==> src/rtl/multicycle_control_unit.sv <==
// Multi-cycle RV32I control unit: holds the instruction register and steps each
// instruction through FETCH/DECODE/EXEC/MEM/WB so one memory port serves both
// instruction and data traffic. Latency: branch/NOP 3, ALU op/store 4, load 5
// cycles with zero wait states. Backpressure: FETCH and MEM stall while
// mem_ready_i is low; the FSM advances on the cycle mem_ready_i is high.
//
// Optional build macro: MCU_ILLEGAL_TRAP_EN. When defined, unsupported
// opcode/funct3/funct7 combinations enter a terminal TRAP state (code 5) that
// holds with all strobes low until reset. When undefined, they retire as NOPs.
//
// Ports:
//   clk_i, rst_i        clock (rising edge), synchronous active-high reset
//   mem_rdata_i         memory read data, latched into IR on a FETCH handshake
//   mem_ready_i         memory completes the current request this cycle
//   cond_i              branch comparison result from the ALU
//   ir_o, state_o       instruction register and FSM state code
//   mem_req_o/we_o      memory request / write strobe
//   mem_addr_sel_o      memory address mux: 0=PC, 1=ALU result
//   ir_write_o          IR load strobe
//   pc_write_o/src_o    PC update strobe and source (0=PC+4, 1=branch target)
//   alu_src_a_o/b_o     ALU operand muxes (a: 0=rs1,1=PC; b: 0=rs2,1=imm)
//   alu_op_o            ALU operation code (zero-extended to ALUOP_W)
//   reg_write_o         register-file write strobe
//   mem_to_reg_o        writeback mux: 1=memory data
//   retire_o            one-cycle pulse when an instruction completes
//   retire_cnt_o        retired-instruction counter (wraps)

module multicycle_control_unit #(
  parameter int          ALUOP_W  = 4,
  parameter int          CNT_W    = 32,
  parameter logic [31:0] RESET_IR = 32'h00000013
) (
  input  logic               clk_i,
  input  logic               rst_i,
  input  logic [31:0]        mem_rdata_i,
  input  logic               mem_ready_i,
  input  logic               cond_i,
  output logic [31:0]        ir_o,
  output logic [2:0]         state_o,
  output logic               mem_req_o,
  output logic               mem_we_o,
  output logic               mem_addr_sel_o,
  output logic               ir_write_o,
  output logic               pc_write_o,
  output logic               pc_src_o,
  output logic               alu_src_a_o,
  output logic               alu_src_b_o,
  output logic [ALUOP_W-1:0] alu_op_o,
  output logic               reg_write_o,
  output logic               mem_to_reg_o,
  output logic               retire_o,
  output logic [CNT_W-1:0]   retire_cnt_o
);

  // ---------------------------------------------------------------------------
  // State encoding
  // ---------------------------------------------------------------------------
  typedef enum logic [2:0] {
    S_FETCH  = 3'd0,
    S_DECODE = 3'd1,
    S_EXEC   = 3'd2,
    S_MEM    = 3'd3,
`ifdef MCU_ILLEGAL_TRAP_EN
    S_WB     = 3'd4,
    S_TRAP   = 3'd5
`else
    S_WB     = 3'd4
`endif
  } state_e;

  // Instruction classes after decode; CL_NOP covers unknown and illegal encodings.
  typedef enum logic [2:0] {
    CL_NOP    = 3'd0,
    CL_ALU_R  = 3'd1,
    CL_ALU_I  = 3'd2,
    CL_LOAD   = 3'd3,
    CL_STORE  = 3'd4,
    CL_BRANCH = 3'd5
  } class_e;

  localparam logic [6:0] OPC_R      = 7'b0110011;
  localparam logic [6:0] OPC_I      = 7'b0010011;
  localparam logic [6:0] OPC_LOAD   = 7'b0000011;
  localparam logic [6:0] OPC_STORE  = 7'b0100011;
  localparam logic [6:0] OPC_BRANCH = 7'b1100011;

  localparam logic [3:0] OP_ADD  = 4'h0;
  localparam logic [3:0] OP_SUB  = 4'h1;
  localparam logic [3:0] OP_SLL  = 4'h2;
  localparam logic [3:0] OP_SLT  = 4'h3;
  localparam logic [3:0] OP_SLTU = 4'h4;
  localparam logic [3:0] OP_XOR  = 4'h5;
  localparam logic [3:0] OP_SRL  = 4'h6;
  localparam logic [3:0] OP_SRA  = 4'h7;
  localparam logic [3:0] OP_OR   = 4'h8;
  localparam logic [3:0] OP_AND  = 4'h9;
  localparam logic [3:0] OP_EQ   = 4'hA;
  localparam logic [3:0] OP_NE   = 4'hB;
  localparam logic [3:0] OP_GE   = 4'hC;
  localparam logic [3:0] OP_GEU  = 4'hD;

  // ---------------------------------------------------------------------------
  // Registers
  // ---------------------------------------------------------------------------
  state_e           state_q, state_d;
  logic [31:0]      ir_q, ir_d;
  logic [CNT_W-1:0] retire_cnt_q;

  // ---------------------------------------------------------------------------
  // Instruction decode (from the held IR)
  // ---------------------------------------------------------------------------
  logic [6:0] opcode;
  logic [2:0] funct3;
  logic [6:0] funct7;

  assign opcode = ir_q[6:0];
  assign funct3 = ir_q[14:12];
  assign funct7 = ir_q[31:25];

  // Shared funct3 -> op mapping for register and immediate ALU forms.
  function automatic logic [3:0] base_op(input logic [2:0] f3);
    logic [3:0] op;
    case (f3)
      3'b000:  op = OP_ADD;
      3'b001:  op = OP_SLL;
      3'b010:  op = OP_SLT;
      3'b011:  op = OP_SLTU;
      3'b100:  op = OP_XOR;
      3'b101:  op = OP_SRL;
      3'b110:  op = OP_OR;
      default: op = OP_AND;
    endcase
    return op;
  endfunction

  function automatic logic [3:0] branch_op(input logic [2:0] f3);
    logic [3:0] op;
    case (f3)
      3'b000:  op = OP_EQ;
      3'b001:  op = OP_NE;
      3'b100:  op = OP_SLT;
      3'b101:  op = OP_GE;
      3'b110:  op = OP_SLTU;
      default: op = OP_GEU;
    endcase
    return op;
  endfunction

  class_e     cls_raw;
  class_e     cls;
  logic       legal;
  logic [3:0] dec_op;
  logic       dec_src_b;

  always_comb begin
    cls_raw = CL_NOP;
    legal   = 1'b1;
    dec_op  = OP_ADD;
    case (opcode)
      OPC_R: begin
        // funct7=0x20 only selects SUB/SRA; any other funct7 is unsupported.
        if (funct7 == 7'h00) begin
          cls_raw = CL_ALU_R;
          dec_op  = base_op(funct3);
        end else if (funct7 == 7'h20 && funct3 == 3'b000) begin
          cls_raw = CL_ALU_R;
          dec_op  = OP_SUB;
        end else if (funct7 == 7'h20 && funct3 == 3'b101) begin
          cls_raw = CL_ALU_R;
          dec_op  = OP_SRA;
        end else begin
          legal = 1'b0;
        end
      end
      OPC_I: begin
        // Immediate bit 30 only means "arithmetic" for shifts-right; for the
        // other funct3 values it is just a sign bit and must not pick SUB.
        cls_raw = CL_ALU_I;
        if (funct3 == 3'b101 && funct7[5]) dec_op = OP_SRA;
        else                               dec_op = base_op(funct3);
      end
      OPC_LOAD: begin
        if (funct3 == 3'b010) cls_raw = CL_LOAD;
        else                  legal   = 1'b0;
      end
      OPC_STORE: begin
        if (funct3 == 3'b010) cls_raw = CL_STORE;
        else                  legal   = 1'b0;
      end
      OPC_BRANCH: begin
        if (funct3 == 3'b010 || funct3 == 3'b011) begin
          legal = 1'b0;
        end else begin
          cls_raw = CL_BRANCH;
          dec_op  = branch_op(funct3);
        end
      end
      default: legal = 1'b0;
    endcase
  end

  // Illegal encodings collapse to NOP so EXEC retires them when no trap exists.
  assign cls       = legal ? cls_raw : CL_NOP;
  assign dec_src_b = (cls == CL_ALU_I) || (cls == CL_LOAD) || (cls == CL_STORE);

  // ---------------------------------------------------------------------------
  // Next-state logic
  // ---------------------------------------------------------------------------
  always_comb begin
    state_d = state_q;
    ir_d    = ir_q;
    case (state_q)
      S_FETCH: begin
        if (mem_ready_i) begin
          ir_d    = mem_rdata_i;
          state_d = S_DECODE;
        end
      end
      S_DECODE: begin
`ifdef MCU_ILLEGAL_TRAP_EN
        state_d = legal ? S_EXEC : S_TRAP;
`else
        state_d = S_EXEC;
`endif
      end
      S_EXEC: begin
        case (cls)
          CL_ALU_R, CL_ALU_I: state_d = S_WB;
          CL_LOAD, CL_STORE:  state_d = S_MEM;
          default:            state_d = S_FETCH;
        endcase
      end
      S_MEM: begin
        if (mem_ready_i) state_d = (cls == CL_LOAD) ? S_WB : S_FETCH;
      end
      S_WB: state_d = S_FETCH;
`ifdef MCU_ILLEGAL_TRAP_EN
      S_TRAP: state_d = S_TRAP;
`endif
      default: state_d = S_FETCH;
    endcase
  end

  // ---------------------------------------------------------------------------
  // Control outputs: combinational from state, IR and the handshake inputs.
  // Everything is forced low while reset is asserted.
  // ---------------------------------------------------------------------------
  logic [3:0] op4;

  always_comb begin
    mem_req_o      = 1'b0;
    mem_we_o       = 1'b0;
    mem_addr_sel_o = 1'b0;
    ir_write_o     = 1'b0;
    pc_write_o     = 1'b0;
    pc_src_o       = 1'b0;
    alu_src_a_o    = 1'b0;
    alu_src_b_o    = 1'b0;
    op4            = OP_ADD;
    reg_write_o    = 1'b0;
    mem_to_reg_o   = 1'b0;
    retire_o       = 1'b0;
    if (!rst_i) begin
      case (state_q)
        S_FETCH: begin
          mem_req_o = 1'b1;
          if (mem_ready_i) begin
            ir_write_o = 1'b1;
            pc_write_o = 1'b1;
          end
        end
        S_EXEC: begin
          alu_src_b_o = dec_src_b;
          op4         = dec_op;
          if (cls == CL_BRANCH) begin
            pc_write_o = cond_i;
            pc_src_o   = cond_i;
            retire_o   = 1'b1;
          end else if (cls == CL_NOP) begin
            retire_o = 1'b1;
          end
        end
        S_MEM: begin
          // ALU keeps producing the effective address while the access waits.
          alu_src_b_o    = dec_src_b;
          op4            = dec_op;
          mem_req_o      = 1'b1;
          mem_addr_sel_o = 1'b1;
          mem_we_o       = (cls == CL_STORE);
          retire_o       = (cls == CL_STORE) && mem_ready_i;
        end
        S_WB: begin
          alu_src_b_o  = dec_src_b;
          op4          = dec_op;
          reg_write_o  = 1'b1;
          mem_to_reg_o = (cls == CL_LOAD);
          retire_o     = 1'b1;
        end
        default: ;
      endcase
    end
  end

  assign alu_op_o = ALUOP_W'(op4);

  // ---------------------------------------------------------------------------
  // Sequential state
  // ---------------------------------------------------------------------------
  always_ff @(posedge clk_i) begin
    if (rst_i) begin
      state_q      <= S_FETCH;
      ir_q         <= RESET_IR;
      retire_cnt_q <= '0;
    end else begin
      state_q <= state_d;
      ir_q    <= ir_d;
      if (retire_o) retire_cnt_q <= retire_cnt_q + 1'b1;
    end
  end

  assign ir_o         = ir_q;
  assign state_o      = state_q;
  assign retire_cnt_o = retire_cnt_q;

endmodule

==> config.mk <==
export PLATFORM = sky130hd
export DESIGN_NAME = multicycle_control_unit
export DESIGN_NICKNAME = d
export VERILOG_FILES = /design/src/rtl/multicycle_control_unit.sv
export SDC_FILE = /design/constraint.sdc
export NUM_CORES = 1
export LEC_CHECK = 0
export CAP_MARGIN = 20
export CORE_AREA = 2 2 87 89
export CTS_BUF_LIST = sky130_fd_sc_hd__clkbuf_16
export CTS_CLUSTER_SIZE = 12
export DETAILED_ROUTE_END_ITERATION = 12
export DIE_AREA = 0 0 89 91
export PLACE_DENSITY_LB_ADDON = 0.1
export SYNTH_ARGS = -nofsm -noshare
export SYNTH_HDL_FRONTEND = slang
export SYNTH_SLANG_ARGS = --single-unit
==> constraint.sdc <==
create_clock -name clk_i -period 5.1 [get_ports clk_i]
set_clock_uncertainty 0.2 [all_clocks]
set_input_delay 0.51 -clock clk_i [delete_from_list [all_inputs] [get_ports clk_i]]
set_output_delay 0.51 -clock clk_i [all_outputs]
set_load 0.02 [all_outputs]
==> flow_summary.toml <==
[status]
status = "finished, final reports clean"

[min_path]
hold_end = "ir_o[21]"
min_path_type = "flip-flop to flip-flop"
holdPathStages = 2
worstHoldStart = "ir_o[21]"

[synth]
synth_top_area_frac = 0.392
synth_top_cell_by_area = "dfxtp_1"
yosysSeqAreaShare = 0.392
synth-edff-count = 0
synth_fp_nets = 477
synth_cells = 440
synth_area_leaders = "dfxtp_1 39%, nand2_1 9.4%, a21oi_1 9.1%, or4_1 4.2%, o21ai_0 3.2%"
yosysWarnings = 0
synth_ff_type = "dfxtp_1"
yosysMostFrequentCell = "nand2_1"
ys_ff_latch = 67
async_reset_ff_frac = 0
avgSynthCellArea_um2 = 7.78
synthTopCellsByCount = "86 x nand2_1, 67 x dfxtp_1, 62 x a21oi_1"
ys_types = 52
netlist_area_um2 = 3420

[floorplanning]
row_count = 31
dieArea_um2 = 8100
core_area_um2 = 7140
initial_utilization = 0.480
die_w_um = 89
ios = 118
die_y_um = 91

[power]
peakVddDrop_mv = 0.200
power_mw = 1.38
p_per_area_nw_per_um2 = 284
leakagePower_nw = 1.60

[cells_and_area]
syn_to_final_growth_pct = 42.4
fin_nets = 577
post-route-util = 0.683
drive_above_1_share = 0.0533
fin_area_um2 = 4880
antenna-diode-count = 0
final-instance-count-excl-fill = 643

[placement]
placement.io_buffers = 116
dpl-instance-area_um2 = 4590
dp_hpwl_um = 6580
pre_cts_ws_ns = 1.59
place_inst = 628
place.gp.congestion = 0.849

[global_routing]
grt_pass1_vias = 3310
overflow = 0
gr-usage-all-layers = 0.247
antenna_found_initial = 0
grt_pass1_wl_um = 16000
grt_max_degree = 63

[clocking]
cts_resized = 0
cts_root_buf = "clkbuf_16"
cts_buffers = 9
cts_max_path_buffers = 2
clk_pin_slew_ns = 0.06
post_cts_buffers = 0
clock-sinks = 67
postCtsHoldBufs = 0
insertion_delay_ns = 0.33
cts_tree = "done"
htreeDepth = 3

[worst_setup_path]
r2r_slack_ns = 2.00
crit_type = "flip-flop to output port"
cp_max_fo = 3
start_kind = "flip-flop"
worstRegToRegCells = 7
r2r_start = "ir_o[13]"
worstPathArrival_ns = 3.18
endpoint_kind = "output port"
r2r-end = "retire_cnt_o[31]"
required_ns = 4.39

[drt]
ant_nets = 0
drc = 0
vias = 3632
drt-vias-per-instance = 5.65
wl_per_cell_um = 15.0
drt_first_pass_iters = 4
routed_wl_um = 9650
drtIter0Drc = 132

[timing]
worst_slew_pin_slew_ns = 0.802
fin_crit_sh = 0.762
setup_violations = 0
finalWorstSetupSlack_ns = 1.21
maxSlewHeadroom = 0.461
rsz0062_at_grt = "no"
maxSlewViolCount = 0
finalSetupTns_ns = 0
layout_min_cycle_time_ns = 3.89
hold_slack_ns = 0.252
clock.fmax_mhz = 257
report.final.hold_viol_count = 0

[job]
cap_violations = 0
==> power breakdown <==
part	total (mW)	internal, mW	switching, mW	leakage, nW
clock network	0.596	0.372	0.225	0.138
registers	0.571	0.544	0.0266	0.545
logic	0.217	0.0988	0.118	0.915
total	1.38	1.01	0.369	1.60
==> per-layer routing <==
layer / vias to the layer above / global-route usage / routed length (µm)
met3: 7 / 0.0664 / 532
met2: 117 / 0.399 / 4870
li1: 1801 / - / -
met5: - / 0 / 0
met4: 0 / 0.0746 / 100
met1: 1707 / 0.320 / 4140
==> cell type report <==
cell class / instances / area, µm²
clock inverters: 6 / 58.8
fillers: 637 / 2260
clock buffers: 9 / 225
repair buffers: 120 / 1190
multi-input cells: 336 / 1920
well taps: 99 / 124
flip-flops and latches: 67 / 1340
inverters: 6 / 22.5
==> cells by family after synthesis <==
| logic type | share of synthesized area |
|---|---|
| compound gates | 0.210 |
| xor+xnor | 0.0128 |
| fa+ha+maj | 0.00365 |
| buf+inv | 0.0493 |
| flops | 0.392 |
| mux | 0.00913 |
| other cells | 0.00110 |
| simple gates | 0.322 |
==> how the worst max path moves through the flow <==
stage,startpoint,to,cells past startpoint
detailed placement,ir_o[25],alu_op_o[1],7
global placement,ir_o[25],alu_op_o[1],7
finish,ir_o[25],alu_op_o[1],7
floorplan,ir_o[5],pc_write_o,5
global route,ir_o[25],alu_op_o[2],7
CTS,ir_o[25],alu_op_o[1],7
==> sequential cells by signal (all words and copies together), names as in the netlist <==
name and cells:
retire_cnt_o 32, state_o 3, ir_o 32
==> layout by cell type, fill, tap and decap left out, types with 3 or more instances in the layout <==
cell / count
and4_1: 4
nand2_1: 86
or4_1: 19
nand3b_1: 5
clkdlybuf4s50_1: 115
nor4_1: 6
a21oi_1: 62
nor3_1: 5
nand4_1: 11
inv_1: 7
xor2_1: 4
nor2_1: 18
nand3_1: 18
o21ai_0: 22
dfxtp_1: 67
and3_1: 3
buf_4: 4
and2_1: 3
or3_1: 17
o21a_1: 3
o31ai_1: 13
clkbuf_16: 9
==> worst max-delay path: stages (launching register included) <==
cell and delay [ns]:
dfxtp_1 0.32, or4_1 0.58, a2111oi_0 0.59, o21ai_0 0.25, a2bb2oi_1 0.19, o22a_1 0.20, nor2_1 0.09, clkdlybuf4s50_1 0.62
Note: power is estimated with default switching activity, not from simulation.
